## src/rtl/regfile_pkg.sv

```systemverilog
// rtl/regfile_pkg.sv - default widths and the hardwired-zero register index for regfile_sb
package regfile_pkg;
  localparam int DATA_W_DEF = 16;
  localparam int ADDR_W_DEF = 4;
  localparam int ZERO_REG   = 0;
endpackage

```

## src/rtl/regfile_scoreboard.sv

```systemverilog
// rtl/regfile_scoreboard.sv - per-register pending-write bits with set-over-clear priority and
// a registered popcount of outstanding writes
module regfile_scoreboard
  import regfile_pkg::*;
#(
  parameter int ADDR_W = ADDR_W_DEF
) (
  input  logic                   clk,
  input  logic                   rst,
  input  logic                   iss_en,
  input  logic [ADDR_W-1:0]      iss_rd,
  input  logic                   regwr,
  input  logic [ADDR_W-1:0]      add_Rd,
  output logic [(2**ADDR_W)-1:0] pend,
  output logic [ADDR_W:0]        pend_cnt
);
  localparam int NREGS = 2**ADDR_W;
  localparam int CW    = ADDR_W + 1;

  logic [NREGS-1:0] pend_nxt;
  logic [CW-1:0]    cnt_nxt;

  // Set is applied after clear so a new producer issued in the writeback cycle stays outstanding.
  always_comb begin
    pend_nxt = pend;
    if (regwr) pend_nxt[add_Rd] = 1'b0;
    if (iss_en && iss_rd != ADDR_W'(ZERO_REG)) pend_nxt[iss_rd] = 1'b1;
    cnt_nxt = '0;
    for (int i = 0; i < NREGS; i++) cnt_nxt = cnt_nxt + CW'(pend_nxt[i]);
  end

  always_ff @(posedge clk or posedge rst) begin
    if (rst) begin
      pend     <= '0;
      pend_cnt <= '0;
    end else begin
      pend     <= pend_nxt;
      pend_cnt <= cnt_nxt;
    end
  end
endmodule

```

## src/rtl/regfile_sb.sv

```systemverilog
// rtl/regfile_sb.sv - two-read/one-write register file with optional write bypass, R0 tied to
// zero, and a read-after-write hazard scoreboard driving the decode stall
module regfile_sb
  import regfile_pkg::*;
#(
  parameter int DATA_W = DATA_W_DEF,
  parameter int ADDR_W = ADDR_W_DEF,
  parameter bit BYPASS = 1'b1
) (
  input  logic              clk,
  input  logic              rst,
  input  logic [ADDR_W-1:0] add_Rs,
  input  logic [ADDR_W-1:0] add_Rt,
  output logic [DATA_W-1:0] out_Rs,
  output logic [DATA_W-1:0] out_Rt,
  output logic [DATA_W-1:0] addr_sw,
  output logic [DATA_W-1:0] data_sw,
  input  logic              regwr,
  input  logic [ADDR_W-1:0] add_Rd,
  input  logic [DATA_W-1:0] data_wr,
  input  logic              iss_en,
  input  logic [ADDR_W-1:0] iss_rd,
  input  logic              use_Rs,
  input  logic              use_Rt,
  output logic              busy_Rs,
  output logic              busy_Rt,
  output logic              stall,
  output logic [ADDR_W:0]   pend_cnt
);
  localparam int NREGS = 2**ADDR_W;
  localparam logic [ADDR_W-1:0] R0 = ADDR_W'(ZERO_REG);

  logic [DATA_W-1:0] regs [NREGS];
  logic [NREGS-1:0]  pend;
  logic              fwd_s;
  logic              fwd_t;

  always_ff @(posedge clk or posedge rst) begin
    if (rst) begin
      for (int i = 0; i < NREGS; i++) regs[i] <= '0;
    end else if (regwr && add_Rd != R0) begin
      regs[add_Rd] <= data_wr;
    end
  end

  assign fwd_s = BYPASS && regwr && (add_Rd == add_Rs);
  assign fwd_t = BYPASS && regwr && (add_Rd == add_Rt);

  // Reads are forced to zero while reset is held so a bypassed write cannot leak through.
  always_comb begin
    out_Rs = '0;
    out_Rt = '0;
    if (!rst && add_Rs != R0) out_Rs = fwd_s ? data_wr : regs[add_Rs];
    if (!rst && add_Rt != R0) out_Rt = fwd_t ? data_wr : regs[add_Rt];
  end

  assign addr_sw = out_Rs;
  assign data_sw = out_Rt;

  regfile_scoreboard #(.ADDR_W(ADDR_W)) u_sb (
    .clk     (clk),
    .rst     (rst),
    .iss_en  (iss_en),
    .iss_rd  (iss_rd),
    .regwr   (regwr),
    .add_Rd  (add_Rd),
    .pend    (pend),
    .pend_cnt(pend_cnt)
  );

  assign busy_Rs = (add_Rs != R0) && pend[add_Rs] && !fwd_s;
  assign busy_Rt = (add_Rt != R0) && pend[add_Rt] && !fwd_t;
  assign stall   = (use_Rs && busy_Rs) || (use_Rt && busy_Rt);
endmodule
```

## config.mk

```make
export PLATFORM = sky130hd
export DESIGN_NAME = regfile_sb
export DESIGN_NICKNAME = d
export VERILOG_FILES = /design/src/rtl/regfile_pkg.sv /design/src/rtl/regfile_scoreboard.sv /design/src/rtl/regfile_sb.sv
export SDC_FILE = /design/constraint.sdc
export NUM_CORES = 1
export LEC_CHECK = 0
export CORE_MARGIN = 2
export CORE_UTILIZATION = 50
export CTS_CLUSTER_DIAMETER = 80
export DETAILED_ROUTE_END_ITERATION = 7
export PLACE_DENSITY = 0.7
export SETUP_SLACK_MARGIN = 0.1
export SLEW_MARGIN = 10
export SYNTH_ARGS = -nofsm -noshare
export SYNTH_HDL_FRONTEND = slang
export SYNTH_SLANG_ARGS = --single-unit
```

## constraint.sdc

```tcl
create_clock -name clk -period 39.2 [get_ports clk]
set_input_delay 9.8 -clock clk [delete_from_list [all_inputs] [get_ports clk]]
set_output_delay 9.8 -clock clk [all_outputs]
set_load 0.05 [all_outputs]
```

# After elaboration in Yosys (flattened, before gate mapping)
# Index checks and enable logic that the tools add are counted.
[classes] addsub=15 n_lt_le_gt_ge=10 eq_ne=2 mux=23 bitwise=6 reduce_logical=23
[ops] cell="bitwise mux 256 bit" n=1
[ops] cell="2-to-1 mux 16 bit" n=11
[ops] cell="binary-select mux 16 bit (select 4 bit)" n=2
[ops] cell="adder 5 x 1 -> 5 bit" n=14
[ops] cell="demux 16 bit (select 4 bit)" n=1
[ops] cell="less-than comparator 4 x 5 -> 1 bit, second input constant" n=4
[ops] cell="bitwise AND 16 bit" n=1
[ops] cell="NOT 16 bit" n=1
[ops] cell="OR 16 bit" n=1
[ops] cell="nonzero test 4 bit" n=4
[ops] cell="greater-or-equal comparator 5 bit, second input constant" n=3
[ops] cell="logical AND 1 bit" n=15
[ops] cell="NOT 4 -> 5 bit" n=3
[ops] cell="binary-select mux 1 bit (select 4 bit)" n=2
[ops] cell="demux 1 bit (select 4 bit)" n=2
[ops] cell="== test 4 bit" n=2
[ops] cell="greater-or-equal comparator 4 x 1 -> 1 bit, second input constant" n=2
[ops] cell="less-than comparator 5 x 1 -> 1 bit, second input constant" n=1
[ops] cell="2-to-1 mux 1 bit" n=4
[ops] cell="zero test 1 bit" n=3
[ops] cell="adder 1 x 1 -> 2 bit" n=1
[ops] cell="logical OR 1 bit" n=1
[totals] reg_bits=277 input_bits=38 output_inout_bits=72 wordCells=97

# Longest topological paths before layout
# Gate-level depths: netlist of the first run.
[depth] ltp_word=24 ltp_mapped=19 depth_no_buf=15

# Modules after synthesis
# From an unflattened synthesis of the first run, not the netlist that was laid out.
[hier_totals] hier_cells=1078 area_unflattened_um2=15586.2
[by_module_without_submodules] mod="regfile_sb" instances=1 cells_per_inst=967 area_each_um2=14393.8 seq_area_each_um2=6406.1
[by_module_without_submodules] mod="regfile_scoreboard" instances=1 cells_per_inst=111 area_each_um2=1192.4 seq_area_each_um2=525.5

# Worst setup path after synthesis of the first run
# OpenSTA, ideal clock, no wires.
[synth_timing] path_kind="input to output" start="in rst" end="out out_Rt[10]" t_arrival_ns=17.361 t_required_ns=29.400 slack_ns=12.039 stages=6 n_path_buf=3 path_cell_list="inv_1 > and3_1 > clkbuf_2 > buf_2 > a22o_1 > buf_4"
[synth_via] elab_chain_cells=3
[synth_lines] item="from (decl)" line="regfile_sb.sv:11" source="input logic rst,"
[synth_lines] item="zero test 1 bit (no source line)"
[synth_lines] item="logical AND 1 bit" line="regfile_sb.sv:54" source="if (!rst && add_Rt != R0) out_Rt = fwd_t ? data_wr : regs[add_Rt];"
[synth_lines] item="2-to-1 mux 16 bit" line="regfile_sb.sv:54"
[synth_lines] item="to (decl)" line="regfile_sb.sv:15" source="output logic [DATA_W-1:0] out_Rt,"
# Every way passes these cells.

# Worst setup path after layout of the first run
[layout_timing] start="in add_Rt[0]" end="out stall"
[layout_via] elab_chain_cells=6 elab_cells_between_ends=10 classes_between="eq/ne: 1; mux: 2; reduce/logical: 7"
[layout_lines] item="from (decl)" line="regfile_sb.sv:13" source="input logic [ADDR_W-1:0] add_Rt,"
[layout_lines] item="binary-select mux 1 bit (select 4 bit) or == test 4 bit (tied branches)" line="regfile_sb.sv:72, regfile_sb.sv:47"
[layout_lines] item="2-to-1 mux 1 bit (not written as such) or logical AND 1 bit (tied branches)" line="regfile_sb.sv:72, regfile_sb.sv:47"
[layout_lines] item="logical AND 1 bit or zero test 1 bit (tied branches)" line="regfile_sb.sv:72" source="assign busy_Rt = (add_Rt != R0) && pend[add_Rt] && !fwd_t;"
[layout_lines] item="logical AND 1 bit *" line="regfile_sb.sv:72"
[layout_lines] item="logical AND 1 bit *" line="regfile_sb.sv:73" source="assign stall = (use_Rs && busy_Rs) || (use_Rt && busy_Rt);"
[layout_lines] item="logical OR 1 bit *" line="regfile_sb.sv:73"
[layout_lines] item="to (decl)" line="regfile_sb.sv:27" source="output logic stall,"
# Mark *: on every way between the ends. The rest lies on a longest branch, timed or not. The select of a mux whose other input is x is not followed.

==> results of run 1 <==
[final cells by class]
cell class,count,area share
timing repair buffer,140,0.0748
clock buffer,41,0.0491
clock inverter,13,0.00762
inverter,19,0.00449
sequential,277,0.395
multi-input combinational,626,0.441
tap,396,0.0282
[state kept, by name, summed over array words and instances, names as in the netlist]
name           cells
regs             256
u_sb.pend         16
u_sb.pend_cnt      5
[placed cells by master, fill, tap and decap left out, types with 3 or more instances in the layout]
master             n
mux2_4            27
nor2b_1            3
a21oi_1            3
mux2_1             7
clkinv_2           7
buf_4             35
mux2_2           207
xor2_1             5
nand2_1           44
ha_1               5
a22o_1            34
o21ai_0           16
clkdlybuf4s50_1  105
fa_1              10
nand2b_1           4
clkbuf_8           7
inv_1             18
clkbuf_16         30
mux4_2           135
nor2_2            13
clkbuf_1           4
nor2_1             3
dfrtp_1          277
a22oi_1           64
mux2i_1            3
clkinvlp_4         3
or3_1              4
xnor2_1            5
a32o_1             3
nor2b_2            5
[how the worst min path moves through the flow]
| stage | from | end | slack [ps] |
|---|---|---|---|
| 2_1_floorplan | regs[240] | regs[240] | 440 |
| 3_3_place_gp | regs[253] | regs[253] | 380 |
| 3_5_place_dp | regs[253] | regs[253] | 380 |
| 4_1_cts | regs[253] | regs[253] | 400 |
| 5_1_grt | regs[251] | regs[251] | 410 |
| 6_report | regs[246] | regs[246] | 390 |
[power by group through the flow]
stage | Sequential [mW] | Clock (mW) | Combinational [mW]
after detailed placement | 0.399 | 0 | 0.315
after global placement | 0.395 | 0 | 0.308
after global routing | 0.405 | 0.302 | 0.342
final | 0.397 | 0.285 | 0.314
after CTS | 0.395 | 0.289 | 0.316
after floorplan | 0.392 | 0 | 0.248
[per-stage QoR]
stage | util | area, µm² | hold WS (ps) | setup slack [ps] | cells
finish | 0.574 | 17600 | 393 | 16210 | 1512
CTS | 0.574 | 17600 | 397 | 16160 | 1512
global route | 0.574 | 17600 | 409 | 15900 | 1512
global placement | 0.541 | 16600 | 376 | 16180 | 1458
detailed placement | 0.541 | 16600 | 384 | 16170 | 1458
floorplan | - | 15600 | 441 | 12040 | 1067
[layer usage]
layer  part of all wire  global-route usage  vias up  routed length, µm
met3              0.064              0.0368      100               2580
met2               0.47               0.400      420              19200
met1               0.43               0.363     5246              17400
met4              0.033              0.0861        0               1330
met5                  0                   0        -                  0
li1                   -                   -     4092                  -
[synth_stat cells, types with 2 or more instances]
master	n	area [µm²]
a22o_1	34	298
and2_1	2	12.5
dfrtp_1	277	6930
a32o_1	3	30.0
xnor2_1	5	43.8
a211oi_1	2	15.0
nand3b_1	2	15.0
xor2_1	5	43.8
or3_1	4	25.0
mux2_1	7	78.8
nand3_1	2	10.0
a21oi_1	3	15.0
ha_1	5	62.6
fa_1	10	200
clkbuf_1	49	184
a22oi_1	64	480
inv_1	19	71.3
buf_2	41	205
nand2_1	44	165
mux2_2	207	2330
mux2i_1	3	30.0
buf_6	10	113
nor2_2	10	62.6
mux4_2	135	3040
o22ai_1	2	12.5
nand2b_1	4	25.0
nor2_1	6	22.5
buf_4	43	323
o21ai_0	16	80.1
nor2b_1	8	50.1
nand3b_4	2	40.0
and3_1	2	12.5
mux2_4	27	405
[kinds of logic (layout without fill, tap and decap cells)]
logic type | count (synthesis) | after routing
fa+ha+maj | 15 | 15
xor+xnor | 10 | 10
buf+inv | 164 | 213
compound gates | 131 | 131
flops | 277 | 277
simple gates | 91 | 91
mux | 379 | 379
==> impl_metrics.py, run 1 <==
metrics = {
    "status": {
        "status": "finished, final reports clean",
    },
    "power_and_ir_drop": {
        "swShare": 0.315,
        "seq_power_share": 0.399,
        "vdd_ir_drop_max_uv": 80.2,
        "power_mw": 0.995,
        "p_per_area_nw_per_um2": 56.6,
        "power_leakage_nw": 7.36,
        "p_comb_frac": 0.315,
        "p_switching_mw": 0.313,
        "internal_power_mw": 0.681,
        "clockPowerShare": 0.286,
    },
    "clock_tree": {
        "clockRootBuffer": "clkbuf_16",
        "cts_tree": "done",
        "cts_sinks": 277,
        "htreeDepth": 1,
        "clk_pin_slew_ps": 60,
        "clk_latency_ps": 570,
        "cts_buffers": 30,
        "post_cts_resized": 0,
        "cts_buffer_depth": 3,
        "post-cts-setup-buffer-count": 0,
        "ctsHoldBuffers": 0,
    },
    "yosys": {
        "synth_mux_area_frac": 0.378,
        "ys_ff_latch": 277,
        "syn_inst": 1067,
        "synth-seq-area-share": 0.446,
        "ys_warn_count": 0,
        "synth_edf_count": 0,
        "yosys.area_share.simple": 0.0315,
        "synth_xor_area_frac": 0.00563,
        "synth_top_family_by_area": "multiplexers",
        "synthesis.area_um2": 15600,
        "synthArstFlopShare": 1.00,
        "synthAdderAreaFrac": 0.0169,
        "yosysUniqueCellTypes": 47,
        "ys.flop_type": "dfrtp_1",
        "synth_compound_area_frac": 0.0636,
        "syn_avg_cell_area_um2": 14.6,
        "syn-num-nets": 1120,
    },
    "critical_path": {
        "cp.arrival_ps": 13190,
        "reg2reg_depth": 12,
        "cp_num_buf_inv": 3,
        "slowest_stage": "buf_4",
        "r2r_slack_ps": 34940,
        "crit_fanout": 45,
        "cp_cell_sequence": "buf_4 > buf_4 > mux4_2 > nor2b_1 > a211oi_1 > a211oi_1 > a22o_1 > clkdlybuf4s50_1",
        "crit_cells": 8,
        "cp_top_family": "buffers and inverters",
        "crit_required_ps": 29400,
        "crit_path_start": "add_Rt[0]",
        "worst_r2r_startpoint": "u_sb.pend[0]",
        "cpPeakStageDelay_ps": 840,
        "critPathLaunchType": "input pin",
        "r2r_end": "u_sb.pend_cnt[4]",
        "crit_path_end": "stall",
        "path_class": "input pin to output pin",
        "cp-end-kind": "output pin",
    },
    "layout": {
        "num_antenna_cells": 0,
        "nFillCells": 2448,
        "multi_input_comb_area_um2": 7740,
        "layout-drive-gt1-share": 0.428,
        "nets": 1147,
        "syn_to_final_growth_pct": 12.9,
        "seqCellArea_um2": 6930,
    },
    "routing": {
        "wl_um": 40500,
        "drt_iter0_markers": 925,
        "ant_nets": 0,
        "wl_per_cell_um": 26.8,
        "drc_errors": 0,
        "vias": 9858,
        "via_per_inst": 6.52,
        "drtPass1Iterations": 5,
    },
    "floorplanning": {
        "initial_core_util": 0.508,
        "die-area_um2": 32500,
        "die_x_um": 180,
        "row_count": 64,
        "die_h_um": 180,
        "core_um2": 30600,
        "num_io_pins": 110,
    },
    "timing": {
        "timing.final.crit_share": 0.586,
        "slew_headroom": 0.191,
        "slew_violations": 0,
        "finalSetupViolCount": 0,
        "worstMarginPinSlew_ps": 1210,
        "skew_ps": 17.5,
        "rsz0062_at_grt": "false",
        "period_minus_slack_ps": 22990,
        "hold_viol_final": 0,
        "fmax_mhz": 43.5,
        "tns_ps": 0,
    },
    "placement": {
        "gp_congestion": 0.874,
        "place.detailed.hpwl_um": 23600,
        "numPortBuffers": 109,
    },
    "global_route": {
        "grt_pass1_wl_um": 62700,
        "grt_max_degree": 133,
        "grt-ovfl-total": 0,
        "grt_usage": 0.253,
        "antenna_found_initial": 0,
        "first_global_vias": 10400,
    },
    "job": {
        "maxCapViolations": 0,
    },
    "hold_path": {
        "whs_path_depth": 0,
        "holdCritPathClass": "flop to flop",
    },
}
Power figures use the tool's default switching activity.
==> run 2, diff against run 1 <==
- clock period: 39.2 -> 22.4 ns (I/O delays scaled with it)
==> run 2 against run 1 <==
Worst setup slack got worse by 8400 ps. Routed wire length increased by 1.2%. Register-to-register slack worse by 17000 ps. Clock power grew 67%. Flip-flop and latch count stayed put. Critical path depth down 2. Sequential power is 75% higher. Utilization fell by 0.20 points. First-iteration DRC count fell by 14%. Critical path type unchanged. Critical endpoint is now data_sw[15].
==> impl_metrics.py, run 2 (synthesis gave the netlist of run 1 again) <==
metrics = {
    "clock_tree": {
        "clk_pin_slew_ps": 60,
        "clk_latency_ps": 570,
        "post_cts_resized": 0,
        "cts_tree": "done",
        "cts_sinks": 277,
        "clockRootBuffer": "clkbuf_16",
        "post-cts-setup-buffer-count": 0,
        "htreeDepth": 1,
        "ctsHoldBuffers": 0,
        "cts_buffer_depth": 3,
        "cts_buffers": 30,
    },
    "critical_path": {
        "crit_required_ps": 16800,
        "critPathLaunchType": "input pin",
        "slowest_stage": "clkdlybuf4s50_1",
        "cp.arrival_ps": 9010,
        "reg2reg_depth": 12,
        "cp_cell_sequence": "clkdlybuf4s50_1 > inv_8 > and3_1 > buf_4 > a22o_1 > clkdlybuf4s50_1",
        "crit_cells": 6,
        "path_class": "input pin to output pin",
        "crit_top_cell": "clkdlybuf4s50_1",
        "cpPeakStageDelay_ps": 880,
        "crit_fanout": 124,
        "cp_num_buf_inv": 4,
        "cp_top_family": "buffers and inverters",
        "cp-end-kind": "output pin",
    },
    "layout": {
        "largest_register_ff_count": 256,
        "layout_common_cells": "dfrtp_1, mux2_2, mux4_2, clkdlybuf4s50_1, a22oi_1",
        "top_regs": "regs x256, u_sb.pend x16, u_sb.pend_cnt x5",
        "top_register": "regs",
        "final_common_cell": "dfrtp_1",
        "layout-drive-gt1-share": 0.421,
        "syn_to_final_growth_pct": 12.5,
        "nets": 1148,
        "num_antenna_cells": 0,
    },
    "floorplanning": {
        "num_io_pins": 110,
        "die_h_um": 180,
        "initial_core_util": 0.508,
        "row_count": 64,
        "die-area_um2": 32500,
        "die_x_um": 180,
        "core_um2": 30600,
    },
    "global_route": {
        "grt-ovfl-total": 0,
        "grt_max_degree": 125,
        "grt_usage": 0.256,
        "grt_pass1_wl_um": 63200,
        "first_global_vias": 10400,
        "antenna_found_initial": 0,
    },
    "hold_path": {
        "whs_path_depth": 0,
        "holdCritPathClass": "flop to flop",
    },
    "routing": {
        "vias": 9818,
        "ant_nets": 0,
        "wl_um": 41000,
        "drtPass1Iterations": 5,
        "via_per_inst": 6.51,
        "drt_iter0_markers": 796,
        "drc_errors": 0,
        "wl_per_cell_um": 27.2,
    },
    "timing": {
        "slew_violations": 0,
        "layout_setup_ws_ps": 7790,
        "period_minus_slack_ps": 14610,
        "worstMarginPinSlew_ps": 1240,
        "slew_headroom": 0.171,
        "fmax_mhz": 68.4,
        "hold_ws_ps": 391,
        "finalSetupViolCount": 0,
        "tns_ps": 0,
        "hold_viol_final": 0,
        "timing.final.crit_share": 0.652,
        "rsz0062_at_grt": "false",
        "skew_ps": 7.83,
    },
    "power_and_ir_drop": {
        "power_leakage_nw": 7.33,
        "vdd_ir_drop_max_uv": 165,
        "power_mw": 1.72,
        "p_per_area_nw_per_um2": 98.5,
    },
    "placement": {
        "numPortBuffers": 109,
        "post-place-ws_ps": 7800,
        "gp_congestion": 0.865,
        "place.detailed.hpwl_um": 23900,
    },
    "job": {
        "maxCapViolations": 0,
    },
    "status": {
        "status": "finished, final reports clean",
    },
}
-- run 2: changes by cell type in the layout (fill, tap and decap cells not counted), moves of 2 or more --
cell        previous run  this run
clkbuf_1               4        10
clkbuf_8               7         5
clkinv_2               7         3
clkinvlp_4             3         0
-- run 2: power breakdown --
| group | switching, mW | leakage [nW] | internal (mW) |
|---|---|---|---|
| Combinational | 0.266 | 3.46 | 0.286 |
| Clock | 0.198 | 0.456 | 0.278 |
| Sequential | 0.0792 | 3.42 | 0.615 |
| Total | 0.544 | 7.33 | 1.18 |
-- run 2: worst register-to-register path, cell delays in order, from the launching register on --
cell and delay (ps):
dfrtp_1 360, a21boi_0 340, ha_1 310, fa_1 510, fa_1 430, fa_1 490, inv_1 50, fa_1 470
inv_1 50, fa_1 470, fa_1 470, a21oi_1 160, nor2b_1 60
-- run 2: cell type report --
class	instances	area, µm²
clock inverter	4	45.0
timing repair buffer	141	1320
clock buffer	46	882
fill	2438	13100
multi-input combinational	626	7740
sequential	277	6930
inverter	19	78.8
tap	396	495
-- run 2: worst paths after layout --
path | to | from | slack, ps
worst max-delay path | data_sw[15] | rst | 7790
worst min-delay path | regs[246] | regs[246] | 390
worst max register to register | u_sb.pend_cnt[4] | u_sb.pend[0] | 18130
worst min register to register | regs[246] | regs[246] | 390
max in group asynchronous | regs[85] | rst | 13950
min in group asynchronous | u_sb.pend[2] | rst | 5890
-- run 2: metal layers --
layer  vias to the layer above  global-route usage  part of all wire
met5                         -                   0                 0
met4                         0              0.0897             0.037
met3                        99              0.0473             0.072
met2                       399               0.408              0.48
met1                      5245               0.356              0.42
li1                       4075                   -                 -
-- run 2: through the flow --
| step | instance area [µm²] | std cells | util |
|---|---|---|---|
| floorplan | 15600 | 1067 | - |
| global placement | 16600 | 1459 | 0.542 |
| detailed placement | 16600 | 1459 | 0.542 |
| CTS | 17500 | 1509 | 0.572 |
| global route | 17500 | 1509 | 0.572 |
| finish | 17500 | 1509 | 0.572 |
